<file path="src/rtl/button_press_gen.sv">
// button_press_gen: synthesises short/long button presses on a single line.
// Each sequence is N presses (N latched at start, 0 treated as 1). Every press
// is a steady high of SHORT_CYC or LONG_CYC cycles followed by a REL_CYC low gap.
// A start/busy/done handshake frames the sequence. All outputs are registered.
//
// Optional feature macro: BUTTON_PRESS_GEN_BOUNCE_EN
//   defined   - each press is preceded by BOUNCE_PULSES glitches (BNC_CYC high,
//               BNC_CYC low) to exercise downstream synchronisers/debouncers.
//   undefined - clean rectangular presses; the bounce knobs are ignored.
module button_press_gen #(
  parameter int CLK_PERIOD_ns  = 20,
  parameter int SHORT_PRESS_ns = 100,
  parameter int LONG_PRESS_ns  = 500,
  parameter int RELEASE_ns     = 200,
  parameter int BOUNCE_ns      = 40,
  parameter int BOUNCE_PULSES  = 3
) (
  input  logic       clk,
  input  logic       resetn,
  input  logic       start,
  input  logic       long,
  input  logic [3:0] repeats,
  output logic       out,
  output logic       busy,
  output logic       done
);

  localparam int SHORT_CYC = SHORT_PRESS_ns / CLK_PERIOD_ns;
  localparam int LONG_CYC  = LONG_PRESS_ns / CLK_PERIOD_ns;
  localparam int REL_CYC   = RELEASE_ns / CLK_PERIOD_ns;

`ifdef BUTTON_PRESS_GEN_BOUNCE_EN
  localparam int BNC_CYC   = BOUNCE_ns / CLK_PERIOD_ns;
  // Half-periods are numbered 0..HALF_LAST; even halves drive high.
  localparam int HALF_LAST = 2 * BOUNCE_PULSES - 1;
  localparam int HALF_W    = (HALF_LAST > 0) ? $clog2(HALF_LAST + 1) : 1;
  localparam int MAX_LR    = (LONG_CYC > REL_CYC) ? LONG_CYC : REL_CYC;
  localparam int MAX_CYC   = (MAX_LR > BNC_CYC) ? MAX_LR : BNC_CYC;
`else
  localparam int MAX_CYC   = (LONG_CYC > REL_CYC) ? LONG_CYC : REL_CYC;
`endif

  localparam int TMR_W = $clog2(MAX_CYC) + 1;

  // The timer is loaded with (duration - 1) and the phase ends when it reads 0.
  localparam logic [TMR_W-1:0] SHORT_LD = TMR_W'(SHORT_CYC - 1);
  localparam logic [TMR_W-1:0] LONG_LD  = TMR_W'(LONG_CYC - 1);
  localparam logic [TMR_W-1:0] REL_LD   = TMR_W'(REL_CYC - 1);
`ifdef BUTTON_PRESS_GEN_BOUNCE_EN
  localparam logic [TMR_W-1:0] BNC_LD   = TMR_W'(BNC_CYC - 1);
  localparam logic [HALF_W-1:0] HALF_END = HALF_W'(HALF_LAST);
`endif

  // Elaboration-time sanity checks on the derived cycle counts.
  if (SHORT_CYC < 1) begin : g_chk_short
    $error("button_press_gen: short press must be at least one clock");
  end
  if (LONG_CYC <= SHORT_CYC) begin : g_chk_long
    $error("button_press_gen: long press must be longer than short press");
  end
  if (REL_CYC < 1) begin : g_chk_rel
    $error("button_press_gen: release gap must be at least one clock");
  end
`ifdef BUTTON_PRESS_GEN_BOUNCE_EN
  if (BNC_CYC < 1 || BOUNCE_PULSES < 1) begin : g_chk_bnc
    $error("button_press_gen: bounce half-period and pulse count must be >= 1");
  end
`else
  if (BOUNCE_ns < 0 || BOUNCE_PULSES < 0) begin : g_chk_bnc
    $error("button_press_gen: bounce knobs must not be negative");
  end
`endif

  typedef enum logic [1:0] {
    IDLE    = 2'd0,
    PRESS   = 2'd1,
`ifdef BUTTON_PRESS_GEN_BOUNCE_EN
    BOUNCE  = 2'd3,
`endif
    RELEASE = 2'd2
  } state_t;

  state_t           state_q, state_d;
  logic [TMR_W-1:0] tmr_q, tmr_d;
  logic [3:0]       rem_q, rem_d;
  logic             long_q, long_d;
  logic             out_q, out_d;
  logic             busy_q, busy_d;
  logic             done_q, done_d;
  logic             begin_press;
`ifdef BUTTON_PRESS_GEN_BOUNCE_EN
  logic [HALF_W-1:0] half_q, half_d;
`endif

  // State register plus sequence datapath and registered outputs.
  // NOTE: sequential state uses non-blocking assignments so every flop samples
  // pre-edge values regardless of statement order.
  always_ff @(posedge clk or negedge resetn) begin
    if (!resetn) begin
      state_q <= IDLE;
      tmr_q   <= '0;
      rem_q   <= '0;
      long_q  <= 1'b0;
      out_q   <= 1'b0;
      busy_q  <= 1'b0;
      done_q  <= 1'b0;
`ifdef BUTTON_PRESS_GEN_BOUNCE_EN
      half_q  <= '0;
`endif
    end else begin
      state_q <= state_d;
      tmr_q   <= tmr_d;
      rem_q   <= rem_d;
      long_q  <= long_d;
      out_q   <= out_d;
      busy_q  <= busy_d;
      done_q  <= done_d;
`ifdef BUTTON_PRESS_GEN_BOUNCE_EN
      half_q  <= half_d;
`endif
    end
  end

  // Next-state and datapath: shared down-counting timer drives every phase change.
  always_comb begin
    // NOTE: every variable gets a hold default first so no path infers a latch.
    state_d     = state_q;
    tmr_d       = tmr_q;
    rem_d       = rem_q;
    long_d      = long_q;
    begin_press = 1'b0;
`ifdef BUTTON_PRESS_GEN_BOUNCE_EN
    half_d      = half_q;
`endif
    case (state_q)
      IDLE: begin
        if (start) begin
          long_d      = long;
          rem_d       = (repeats == 4'd0) ? 4'd1 : repeats;
          begin_press = 1'b1;
        end
      end
`ifdef BUTTON_PRESS_GEN_BOUNCE_EN
      BOUNCE: begin
        if (tmr_q != '0) begin
          tmr_d = tmr_q - 1'b1;
        end else if (half_q == HALF_END) begin
          state_d = PRESS;
          tmr_d   = long_q ? LONG_LD : SHORT_LD;
        end else begin
          half_d = half_q + 1'b1;
          tmr_d  = BNC_LD;
        end
      end
`endif
      PRESS: begin
        if (tmr_q != '0) begin
          tmr_d = tmr_q - 1'b1;
        end else begin
          state_d = RELEASE;
          tmr_d   = REL_LD;
        end
      end
      RELEASE: begin
        if (tmr_q != '0) begin
          tmr_d = tmr_q - 1'b1;
        end else if (rem_q == 4'd1) begin
          state_d = IDLE;
          rem_d   = 4'd0;
        end else begin
          rem_d       = rem_q - 1'b1;
          begin_press = 1'b1;
        end
      end
      default: state_d = IDLE;
    endcase

    // Entry into a press, shared by a fresh start and by every repeat.
    if (begin_press) begin
`ifdef BUTTON_PRESS_GEN_BOUNCE_EN
      state_d = BOUNCE;
      half_d  = '0;
      tmr_d   = BNC_LD;
`else
      state_d = PRESS;
      tmr_d   = long_d ? LONG_LD : SHORT_LD;
`endif
    end
  end

  // Output decode from the upcoming state so the registered outputs line up with it.
  always_comb begin
    out_d  = (state_d == PRESS);
`ifdef BUTTON_PRESS_GEN_BOUNCE_EN
    if (state_d == BOUNCE) out_d = ~half_d[0];
`endif
    busy_d = (state_d != IDLE);
    done_d = (state_q == RELEASE) && (tmr_q == '0) && (rem_q == 4'd1);
  end

  assign out  = out_q;
  assign busy = busy_q;
  assign done = done_q;

endmodule

</file>
<file path="config.mk">
export PLATFORM = sky130hd
export DESIGN_NAME = button_press_gen
export DESIGN_NICKNAME = d
export VERILOG_FILES = /design/src/rtl/button_press_gen.sv
export SDC_FILE = /design/constraint.sdc
export NUM_CORES = 1
export LEC_CHECK = 0
export ABC_AREA = 1
export BUFFER_PORTS_ARGS = -buffer_cell sky130_fd_sc_hd__buf_2
export CORE_ASPECT_RATIO = 1.25
export CORE_UTILIZATION = 40
export CTS_BUF_LIST = sky130_fd_sc_hd__clkbuf_4 sky130_fd_sc_hd__clkbuf_8 sky130_fd_sc_hd__clkbuf_16
export CTS_CLUSTER_SIZE = 25
export DETAILED_ROUTE_END_ITERATION = 7
export GPL_TIMING_DRIVEN = 0
export MAX_ROUTING_LAYER = met4
export PLACE_DENSITY = 0.62
export SLEW_MARGIN = 10
export SYNTH_ARGS = -nofsm -noshare
export SYNTH_HDL_FRONTEND = slang
export SYNTH_SLANG_ARGS = --single-unit
</file>
<file path="constraint.sdc">
create_clock -name clk -period 2.49 [get_ports clk]
set_clock_uncertainty 0.2 [all_clocks]
set_input_delay 0.249 -clock clk [delete_from_list [all_inputs] [get_ports clk]]
set_output_delay 0.249 -clock clk [all_outputs]
set_load 0.02 [all_outputs]
</file>
# --- Yosys cells after proc, flatten, opt, wreduce, memory -nomap -nowiden ---
# Cells that the tools add are included.
totals:
  latch_bits: 0
  ff_bits: 16
  romBits: 0
  word_cells: 48
  input_bits: 8
  n_memories: 0
  ram_bits: 0
  output_inout_bits: 3
classes:
  addsub: 2
  mul: 0
  muxes: 21
  reduce_logical: 11
  n_lt_le_gt_ge: 0
  shifts: 0
  n_bitwise: 0
  n_eq_ne: 7
  div: 0
ops:
  columns: ["cell", "n"]
  rows:
  - ["6-bit 2-to-1 mux", 3]
  - ["4-bit 2-to-1 mux", 4]
  - ["6-bit one-hot mux with 2 select lines", 1]
  - ["2-bit 2-to-1 mux", 4]
  - ["4-bit one-hot mux with 2 select lines", 1]
  - ["6-bit logical NOT", 1]
  - ["2-bit one-hot mux with 3 select lines", 1]
  - ["6-bit nonzero test", 1]
  - ["6-bit by 1-bit subtractor with 6-bit output, second input constant", 1]
  - ["1-bit 2-to-1 mux", 5]
  - ["5-bit 2-to-1 mux", 1]
  - ["2-bit by 1-bit == test with 1-bit output, second input constant", 2]
  - ["4-bit by 1-bit == test with 1-bit output, second input constant", 1]
  - ["4-bit logical NOT", 1]
  - ["2-bit inequality test, second input constant", 2]
  - ["2-bit nonzero test", 2]
  - ["4-bit by 1-bit subtractor with 4-bit output, second input constant", 1]
  - ["3-bit inequality test, second input constant", 1]
  - ["3-bit AND reduction", 1]
  - ["3-bit nonzero test", 1]
  - ["2-bit == test, second input constant", 1]
  - ["1-bit logical AND", 2]
  - ["2-bit logical NOT", 1]
  - ["1-bit one-hot mux with 2 select lines", 1]
  - ["2-bit AND reduction", 1]

# --- Longest topological paths before layout ---
# Gate-level depths: netlist of run 1.
logic_depth:
  depth_word: 6
  depth_mapped: 10
  ltp_nobuf: 10

# --- Least setup slack after synthesis of run 1 ---
# No wires, ideal clock.
synth_path:
  path_kind: "register to register"
  from: "register tmr_q[0]"
  to: "register tmr_q[1]"
  path_stages_with_launch: 10
  t_required_ns: 2.172
  synth_period_minus_slack_ns: 1.619
  setup_slack_ns: 0.871
  t_arrival_ns: 1.302
  path_buffers: 0
  setup_time_ns: 0.118
  path_cell_list: "dfrtp_1 -> inv_1 -> ha_1 -> nand2_4 -> nor2_8 -> nand3_2 -> nand2_4 -> inv_4 -> nand3b_1 -> nand2_1"
synth_between:
  elab_chain_len: 5
  word_cells_on_any_way: 11
  classes_between: "add/sub: 1; eq/ne: 1; mux: 6; reduce/logical: 3"
synth_lines:
  columns: ["item", "line_no", "rtl"]
  rows:
  - ["from (decl)", "84", "logic [TMR_W-1:0] tmr_q, tmr_d;"]
  - ["from (signal assigned)", "112", "tmr_q <= tmr_d;"]
  - ["parallel branches: the longest is 5 deep, another holds 6-bit by 1-bit subtractor with 6-bit output", null, null]
# Parallel ways; which one is timed is not known. The select of a mux whose other input is x is not followed.
# A chain may end at the register's enable or synchronous reset.

# --- Final worst setup path of run 1 ---
layout_path:
  from: "register tmr_q[0]"
  to: "register tmr_q[5]"
# Same word-level chain as after synthesis.

==> impl_metrics.toml, run 1 <==
[setup_path]
worst_setup_path_end_kind = "flop"
reg2reg_from = "tmr_q[0]"
crit_type = "flop to flop"
critPathTopFamily = "simple AND/OR/NAND/NOR gates"
startpoint_type = "flop"
cp.arrival_ps = 1790
startpoint = "tmr_q[0]"
path_cells = "inv_1 -> ha_1 -> nand2_4 -> nor2_8 -> nand3_2 -> nand2_4 -> inv_4 -> nand3b_1 -> nand2_1"
cp_data_required_time_ps = 2480
cp_common_cell = "nand2_4"
r2r_cells = 9
path_buf_inv = 2
critPathMaxStageDelay_ps = 400
cp_slowest_cell = "dfrtp_1"
cp_max_fo = 7
path_depth = 9

[finish]
final_area_sq_um = 1100
diodes = 0
synthToLayoutAreaGrowth_pct = 12.3
fillers = 237
drive_gt1_share_pct = 20.6
fin_nets = 149

[synthesis]
syn_inst = 122
synth_top_area_cell = "dfrtp_1"
synth.distinct_cells = 24
yosysSeqAreaShare_pct = 40.7
mappedNetlistArea_sq_um = 983
yosysWarnings = 0
netlist.area_leader.share_pct = 40.7
ys_ff_latch = 16
syn_area_per_cell_sq_um = 8.06
synth_top_cells_by_area = "dfrtp_1 41%, nand2_1 14%, nand3_1 5.1%"
synth_nets = 133

[global_route]
met3_usage_pct = 3.80
grt_max_degree = 17
grt.busiest_layer = "met2"
grt_pass1_wl_microns = 3290
track_usage_pct = 17.8
grt_use_met2_pct = 26.0
grt_pass1_vias = 785
antenna_found_initial = 0
grt.met1_usage_pct = 22.0
overflow = 0

[clock_tree]
clockRootBuffer = "clkbuf_4"
post_cts_buffers = 0
cts.sinks = 16
htreeDepth = 1
insertion_delay_ps = 290
clock_path_buffers = 2
clkTransAtPathRegs_ps = 80
cts_buffers = 3
cts_tree = "done"

[placement]
numPortBuffers = 10
place_area_sq_um = 1070
hpwl_microns = 1360
place.gp.congestion = 0.758

[pwr]
power_leakage_nw = 0.574
p_per_area_nw_per_um2 = 368
vdd_drop_max_v = 0.000182

[die]
pin_count = 11
chipHeight_microns = 57.4
initial_core_util_pct = 43.5
rows = 19
dieArea_sq_um = 2660
core_sq_um = 2260
die_w_microns = 46.4

[flow_run]
drv_cap = 0

[route]
viasPerCell = 4.79
detailroute.via_count = 800
ant_nets = 0
wl_per_cell_microns = 10.6
drt-initial-drc-count = 15
drcViolationCount = 0
wirelength_microns = 1770
dr.pass1.iters = 4

[timing]
rsz0062_at_grt = "false"
max_freq_mhz = 554
setup_viol = 0
slew_viol_final = 0
slew_headroom_pct = 76.0
finalHoldViolCount = 0
fin_crit_sh_pct = 72.6
tns_ps = 0
worstMarginPinSlew_ps = 360
min_period_ps = 1810

[worst_hold_path]
min_from = "repeats[1]"
hp-class = "input port to flop"
holdPathStages = 3

[outcome]
outcome = "complete, no violations"
-- timing repair --
item,4_1_cts,5_1_grt
endpoints found under the hold margin,16,0
hold buffers,1,0
gates resized for setup,0,0
-- synthesized netlist by cell type, drive strengths merged --
cell and number:
a21oi 2, nor2 9, ha 3, nand3b 2
xor2 3, o21ai 11, dfrtp 16, xnor2 1
inv 16, o211ai 3, nand3 12, nand2 42
nand4 1, nor3 1
-- layout by cell type (no fill, tap or decap), types with 2 or more instances in the layout --
cell and n:
buf_2 10, nand2_2 2, nand3_1 10, o211ai_1 3
clkbuf_4 3, nand2_4 4, ha_1 3, o21ai_0 10
nor2_1 6, nand3b_1 2, xor2_1 3, inv_1 13
dfrtp_1 16, a21oi_1 2, nand2_1 36, inv_2 2
-- worst reg2reg max path, stage by stage (launching register included) --
cell and delay (ps):
dfrtp_1 400, inv_1 120, ha_1 290, nand2_4 100, nor2_8 150, nand3_2 120, nand2_4 130, inv_4 70
nand3b_1 80, nand2_1 50
-- registers in the layout (all words and copies together), names as in the netlist --
name,count
long_q,1
rem_q,4
out,1
done,1
busy,1
tmr_q,6
state_q,2
-- cells by family after synthesis --
logic type	count (synthesis)	share of synthesized area, %
and+or+nand+nor	67	36.3
DFF	16	40.7
adders and majority gates	3	3.82
AOI/OAI and AO/OA	16	9.29
buffers and inverters	16	6.36
xor gates and xnor gates	4	3.56
-- metal layers --
metal	vias to the layer above	wire (microns)
li1	422	-
met3	5	50
met1	360	829
met2	13	839
met4	0	47
met5	-	0
-- path summary, 6_finish.rpt --
kind	end	slack, ps
max reg2reg	tmr_q[5]	680
max in group asynchronous	busy	1630
min in group asynchronous	rem_q[2]	200
min reg2reg	long_q	300
max	tmr_q[5]	680
min	rem_q[1]	40
-- power breakdown --
group / switching [mW] / internal, mW
clock network: 0.0780 / 0.0563
registers: 0 / 0.260
logic: 0.00773 / 0.00512
-- cell type report --
| type | instances | area [sq um] | share of cell area [%] |
|---|---|---|---|
| Timing Repair Buffer | 11 | 60.1 | 5.44 |
| Clock buffer | 3 | 22.5 | 2.04 |
| Sequential cell | 16 | 400 | 36.2 |
| Multi-Input combinational cell | 90 | 520 | 47.1 |
| Tap cell | 31 | 38.8 | 3.51 |
| Inverter | 16 | 62.6 | 5.66 |
-- stage by stage --
step / power, mW / utilization, % / setup slack, ps / std cells / hold slack [ps]
6_report: 0.407 / 48.9 / 683 / 167 / 43.4
3_5_place_dp: 0.277 / 47.5 / 694 / 163 / -13.2
4_1_cts: 0.416 / 48.9 / 674 / 167 / 42.1
2_1_floorplan: 0.265 / - / 871 / 122 / -247
5_1_grt: 0.430 / 48.9 / 515 / 167 / 61.2
3_3_place_gp: 0.277 / 47.5 / 699 / 163 / -14.2
No activity file was read; power rests on OpenSTA's default activity.
==> inputs of run 2 (changes only) <==
--- a/config.mk
+++ b/config.mk
@@ -14,7 +14,7 @@
 export DETAILED_ROUTE_END_ITERATION = 7
 export GPL_TIMING_DRIVEN = 0
 export MAX_ROUTING_LAYER = met4
-export PLACE_DENSITY = 0.62
+export PLACE_DENSITY = 0.64
 export SLEW_MARGIN = 10
 export SYNTH_ARGS = -nofsm -noshare
 export SYNTH_HDL_FRONTEND = slang
==> constraint.sdc (replaced) <==
create_clock -name clk -period 1.5 [get_ports clk]
set_clock_uncertainty 0.2 [all_clocks]
set_input_delay 0.15 -clock clk [delete_from_list [all_inputs] [get_ports clk]]
set_output_delay 0.15 -clock clk [all_outputs]
set_load 0.02 [all_outputs]
==> run 2 against run 1 <==
The flow now finishes with violations (negative setup slack). Via count up 11%. Register-to-register slack worse by 780 ps. Maximum frequency is 13% higher. Global-route usage up 2.0 points. Final area increased by 17%. Critical path depth stayed put. Critical endpoint is now tmr_q[2]. Largest power group unchanged.
==> impl_metrics.toml, run 2 (synthesis gave the netlist of run 1 again) <==
[outcome]
outcome = "complete, but fails checks"
violations = "negative setup slack"

[route]
ant_nets = 0
detailroute.via_count = 884
drt-initial-drc-count = 11
drcViolationCount = 0
wl_per_cell_microns = 12.3
dr.pass1.iters = 4
wirelength_microns = 2210
viasPerCell = 4.91

[finish]
fin_nets = 162
drive_gt1_share_pct = 33.6
final_area_sq_um = 1290
diodes = 0
synthToLayoutAreaGrowth_pct = 31.3
largest_reg_flops = 6
final_common_cell = "nand2_1"
regMostFlops = "tmr_q"
top_regs = "tmr_q: 6 flops, rem_q: 4 flops, state_q: 2 flops"
mostFrequentLayoutCells = "36 x nand2_1, 14 x dfrtp_1, 10 x buf_2, 10 x buf_4, 9 x inv_1"
fin_cells = 180

[timing]
max_freq_mhz = 626
setup_viol = 12
min_period_ps = 1600
slew_headroom_pct = 74.8
finalHoldViolCount = 0
fin_crit_sh_pct = 106
layout_setup_ws_ps = -97.2
worstMarginPinSlew_ps = 378
slew_viol_final = 0
rsz0062_at_grt = "true"
holdWs_ps = 29.3

[die]
core_sq_um = 2260
dieArea_sq_um = 2660
initial_core_util_pct = 43.5
rows = 19
chipHeight_microns = 57.4
pin_count = 11
die_w_microns = 46.4

[pwr]
p_per_area_nw_per_um2 = 530
power_leakage_nw = 0.644
vdd_drop_max_v = 0.000415

[clock_tree]
clkTransAtPathRegs_ps = 100
insertion_delay_ps = 290
cts_tree = "done"
htreeDepth = 1
clockRootBuffer = "clkbuf_4"
clock_path_buffers = 2
cts.sinks = 16
cts_buffers = 3

[global_route]
grt_pass1_wl_microns = 3720
grt_max_degree = 17
overflow = 0
antenna_found_initial = 0
grt_pass1_vias = 883
track_usage_pct = 19.8

[placement]
place.gp.congestion = 0.818
hpwl_microns = 1510
dp_cells = 163
place_area_sq_um = 1100
numPortBuffers = 10

[flow_run]
drv_cap = 0

[setup_path]
r2r_cells = 9
worst_setup_path_end_kind = "flop"
cp_data_required_time_ps = 1470
crit_type = "flop to flop"
cp_max_fo = 5
startpoint_type = "flop"
cp.arrival_ps = 1570

[worst_hold_path]
hp-class = "input port to flop"
holdPathStages = 5
-- run 2: cell count changes in the layout (fill, tap and decap cells not counted), sizes merged --
cell | before | now
buf | 10 | 20
clkinv | 0 | 1
dlygate4sd3 | 1 | 4
inv | 16 | 15
-- run 2: metrics by stage --
stage                     util, %  setup WS (ps)  power (mW)  setup TNS (ps)
after floorplan                 -          -6.27       0.440           -16.3
after global placement       48.6           -141       0.459           -1040
after detailed placement     48.6           -158       0.460           -1280
after CTS                    54.7          -94.2       0.698            -717
after global routing         57.2           -166       0.712           -1540
final                        57.2          -97.2       0.685            -649
-- run 2: report_power, final --
group / internal (mW) / leakage [nW] / switching [mW]
Combinational: 0.0136 / 0.438 / 0.0142
Sequential: 0.431 / 0.191 / 0
Clock: 0.0931 / 0.0138 / 0.133
-- run 2: repair_timing --
action	CTS	global route
hold buffers	4	0
pin swaps	5	6
gates resized for setup	6	12
setup buffers	7	3
endpoints found under the setup margin	12	15
gates cloned	0	0
endpoints found under the hold margin	18	0
-- run 2: metal layers --
layer  share of wire, %  vias up  GRT usage (%)
met5                  0        -              -
met4               0.73        0           7.56
met3                1.5        2           1.90
met2                 55       11           34.1
met1                 43      423           22.6
li1                   -      448              -
-- run 2: area by class of cell --
cell class | instances | area (sq um)
repair buffers | 24 | 165
fillers | 199 | 967
flip-flops and latches | 16 | 403
clock buffers | 3 | 22.5
well taps | 31 | 38.8
multi-input cells | 90 | 592
inverters | 16 | 70.1
-- run 2: final timing paths --
check | from | end | slack (ps)
hold reg to reg | long_q | long_q | 340
setup reg to reg | tmr_q[0] | tmr_q[2] | -100
setup / recovery | tmr_q[0] | tmr_q[2] | -100
min in group asynchronous | resetn | tmr_q[1] | 110
hold / removal | repeats[3] | rem_q[3] | 30
max in group asynchronous | resetn | tmr_q[2] | 690
-- run 2: worst max-delay path, stage by stage, from the launching register on --
cell,delay (ps)
dfrtp_1,400
inv_2,90
ha_4,160
nand2_4,70
nor2_8,130
nand3_4,120
nand2_4,120
nand2_4,60
nand3_1,70
nand2_1,50
==> inputs of run 3 (changes only) <==
--- a/config.mk
+++ b/config.mk
@@ -7,14 +7,16 @@
 export LEC_CHECK = 0
 export ABC_AREA = 1
 export BUFFER_PORTS_ARGS = -buffer_cell sky130_fd_sc_hd__buf_2
+export CELL_PAD_IN_SITES_DETAIL_PLACEMENT = 0
+export CELL_PAD_IN_SITES_GLOBAL_PLACEMENT = 1
 export CORE_ASPECT_RATIO = 1.25
-export CORE_UTILIZATION = 40
+export CORE_UTILIZATION = 38
 export CTS_BUF_LIST = sky130_fd_sc_hd__clkbuf_4 sky130_fd_sc_hd__clkbuf_8 sky130_fd_sc_hd__clkbuf_16
 export CTS_CLUSTER_SIZE = 25
 export DETAILED_ROUTE_END_ITERATION = 7
 export GPL_TIMING_DRIVEN = 0
 export MAX_ROUTING_LAYER = met4
-export PLACE_DENSITY = 0.64
+export PLACE_DENSITY = 0.78
 export SLEW_MARGIN = 10
 export SYNTH_ARGS = -nofsm -noshare
 export SYNTH_HDL_FRONTEND = slang
==> run 3 against run 2 <==
The run still ends with negative setup slack left. Die area grew 5.1%. Final cell count rose by 6.1%. Critical path type unchanged. Highest routed layer unchanged. Final area up 5.2%. Wire length shrank 1.5%. Worst hold slack got worse by 14 ps. Count of clock-buffer cells in the layout rose by 1. Sequential cell count unchanged. Setup slack worse by 7.2 ps. Maximum frequency decreased by 0.45%. Core utilization shrank 1.8 points. Combinational power increased by 8.3%. Power rose by 11%.
==> impl_metrics.toml, run 3 (synthesis gave the netlist of run 1 again) <==
[clock_tree]
clock_path_buffers = 2
htreeDepth = 1
clockRootBuffer = "clkbuf_4"
cts.sinks = 16
insertion_delay_ps = 280
clkTransAtPathRegs_ps = 100
cts_tree = "done"
cts_buffers = 3

[global_route]
track_usage_pct = 18.6
antenna_found_initial = 0
grt_pass1_vias = 878
overflow = 0
grt_pass1_wl_microns = 3600
grt_max_degree = 17

[placement]
place_ws_ps = -158
dp_cells = 165
place.gp.congestion = 0.764
numPortBuffers = 10
hpwl_microns = 1490

[finish]
largest_reg_flops = 6
fin_nets = 170
fin_util_pct = 55.4
seq_area_sq_um = 400
regMostFlops = "tmr_q"
diodes = 0
fillers = 252
final_common_cell = "nand2_1"
mostFrequentLayoutCells = "34 x nand2_1, 16 x dfrtp_1, 16 x buf_4"
drive_gt1_share_pct = 37.3
fin_cells = 191
synthToLayoutAreaGrowth_pct = 38.2
multiInputGateArea_sq_um = 582
top_regs = "tmr_q: 6 flops, rem_q: 4 flops, state_q: 2 flops"

[timing]
layout_setup_ws_ps = -104
min_period_ps = 1600
setup_viol = 8
fin_crit_sh_pct = 107
tns_ps = -569
rsz0062_at_grt = "true"
slew_headroom_pct = 75.1
slew_viol_final = 0
worstMarginPinSlew_ps = 374
max_freq_mhz = 623
finalHoldViolCount = 0

[setup_path]
ff2ff_setup_slack_ps = -100
worst_setup_path_end_kind = "flop"
cp_data_required_time_ps = 1530
cp_common_cell = "nand2_4"
cp.arrival_ps = 1640
critPathMaxStageDelay_ps = 410
r2r_cells = 10
startpoint = "tmr_q[0]"
timing.rr.end = "tmr_q[4]"
cp_slowest_cell = "dfrtp_1"
crit_type = "flop to flop"
startpoint_type = "flop"
reg2reg_from = "tmr_q[0]"
path_cells = "inv_2 -> ha_4 -> nand2_4 -> nor2_8 -> nand3_4 -> nand2_4 -> nand2_4 -> nand2_2 -> nand2_1 -> nand2_1"
cp_max_fo = 5

[worst_hold_path]
min_to = "rem_q[0]"
holdPathStages = 5
hp-class = "input port to flop"
min_from = "repeats[0]"

[pwr]
p_per_area_nw_per_um2 = 557
vdd_drop_max_v = 0.000369
power_mw = 0.757
power_leakage_nw = 0.703

[route]
dr.pass1.iters = 4
drcViolationCount = 0
ant_nets = 0
drt-initial-drc-count = 12
viasPerCell = 4.84
wl_per_cell_microns = 11.4
detailroute.via_count = 924
wirelength_microns = 2170

[die]
initial_core_util_pct = 40.1
core_sq_um = 2450
die_w_microns = 47.5
rows = 20
dieArea_sq_um = 2800
chipHeight_microns = 58.9
pin_count = 11

[outcome]
violations = "negative setup slack"
outcome = "complete, but fails checks"

[flow_run]
drv_cap = 0
run 3: changes by cell type in the layout (fill, tap and decap cells not counted), sizes merged:
| cell | delta |
|---|---|
| dlygate4sd3 | +1 |
| clkbuf | +1 |
| buf | +7 |
run 3: layer usage:
layer  track usage, %  wire, microns
met2             29.5           1100
met1             22.6           1000
met4             9.39             17
met5                -              0
met3             1.84             54
run 3: worst max-delay path by stage:
| stage | end |
|---|---|
| 2_1_floorplan | tmr_q[1] |
| 3_3_place_gp | tmr_q[5] |
| 3_5_place_dp | tmr_q[5] |
| 4_1_cts | tmr_q[5] |
| 5_1_grt | tmr_q[4] |
| 6_report | tmr_q[4] |
run 3: cell type report:
cell class                      count  area share [%]
Clock buffer                        4            2.67
Inverter                           16            4.97
Multi-Input combinational cell     90            42.8
Sequential cell                    16            29.5
Tap cell                           33            3.04
Timing Repair Buffer               32            17.0
run 3: power by group:
part | total [mW] | switching, mW | internal (mW)
logic | 0.0300 | 0.0148 | 0.0153
clock network | 0.296 | 0.149 | 0.148
registers | 0.431 | 0 | 0.431
total | 0.757 | 0.163 | 0.594
run 3: stage by stage:
stage | hold slack [ps] | instance area, sq um
3_5_place_dp | -113 | 1100
6_report | 15.0 | 1360
2_1_floorplan | -346 | 1010
4_1_cts | 14.3 | 1310
3_3_place_gp | -112 | 1100
5_1_grt | 64.2 | 1360
run 3: what timing repair did:
| item | in CTS | in global routing |
|---|---|---|
| setup buffers | 14 | 3 |
| gates cloned | 0 | 0 |
| resized for setup | 7 | 8 |
| endpoints found under the setup margin | 12 | 14 |
| hold buffers | 5 | 0 |
| endpoints found under the hold margin | 19 | 0 |
| pin swaps | 11 | 5 |
run 3: worst max-delay path: cells and delay by family, from the launching register on:
kind          cells  cell delay, ps
buf+inv           1              90
simple gates      8             680
fa+ha+maj         1             170
flops             1             410
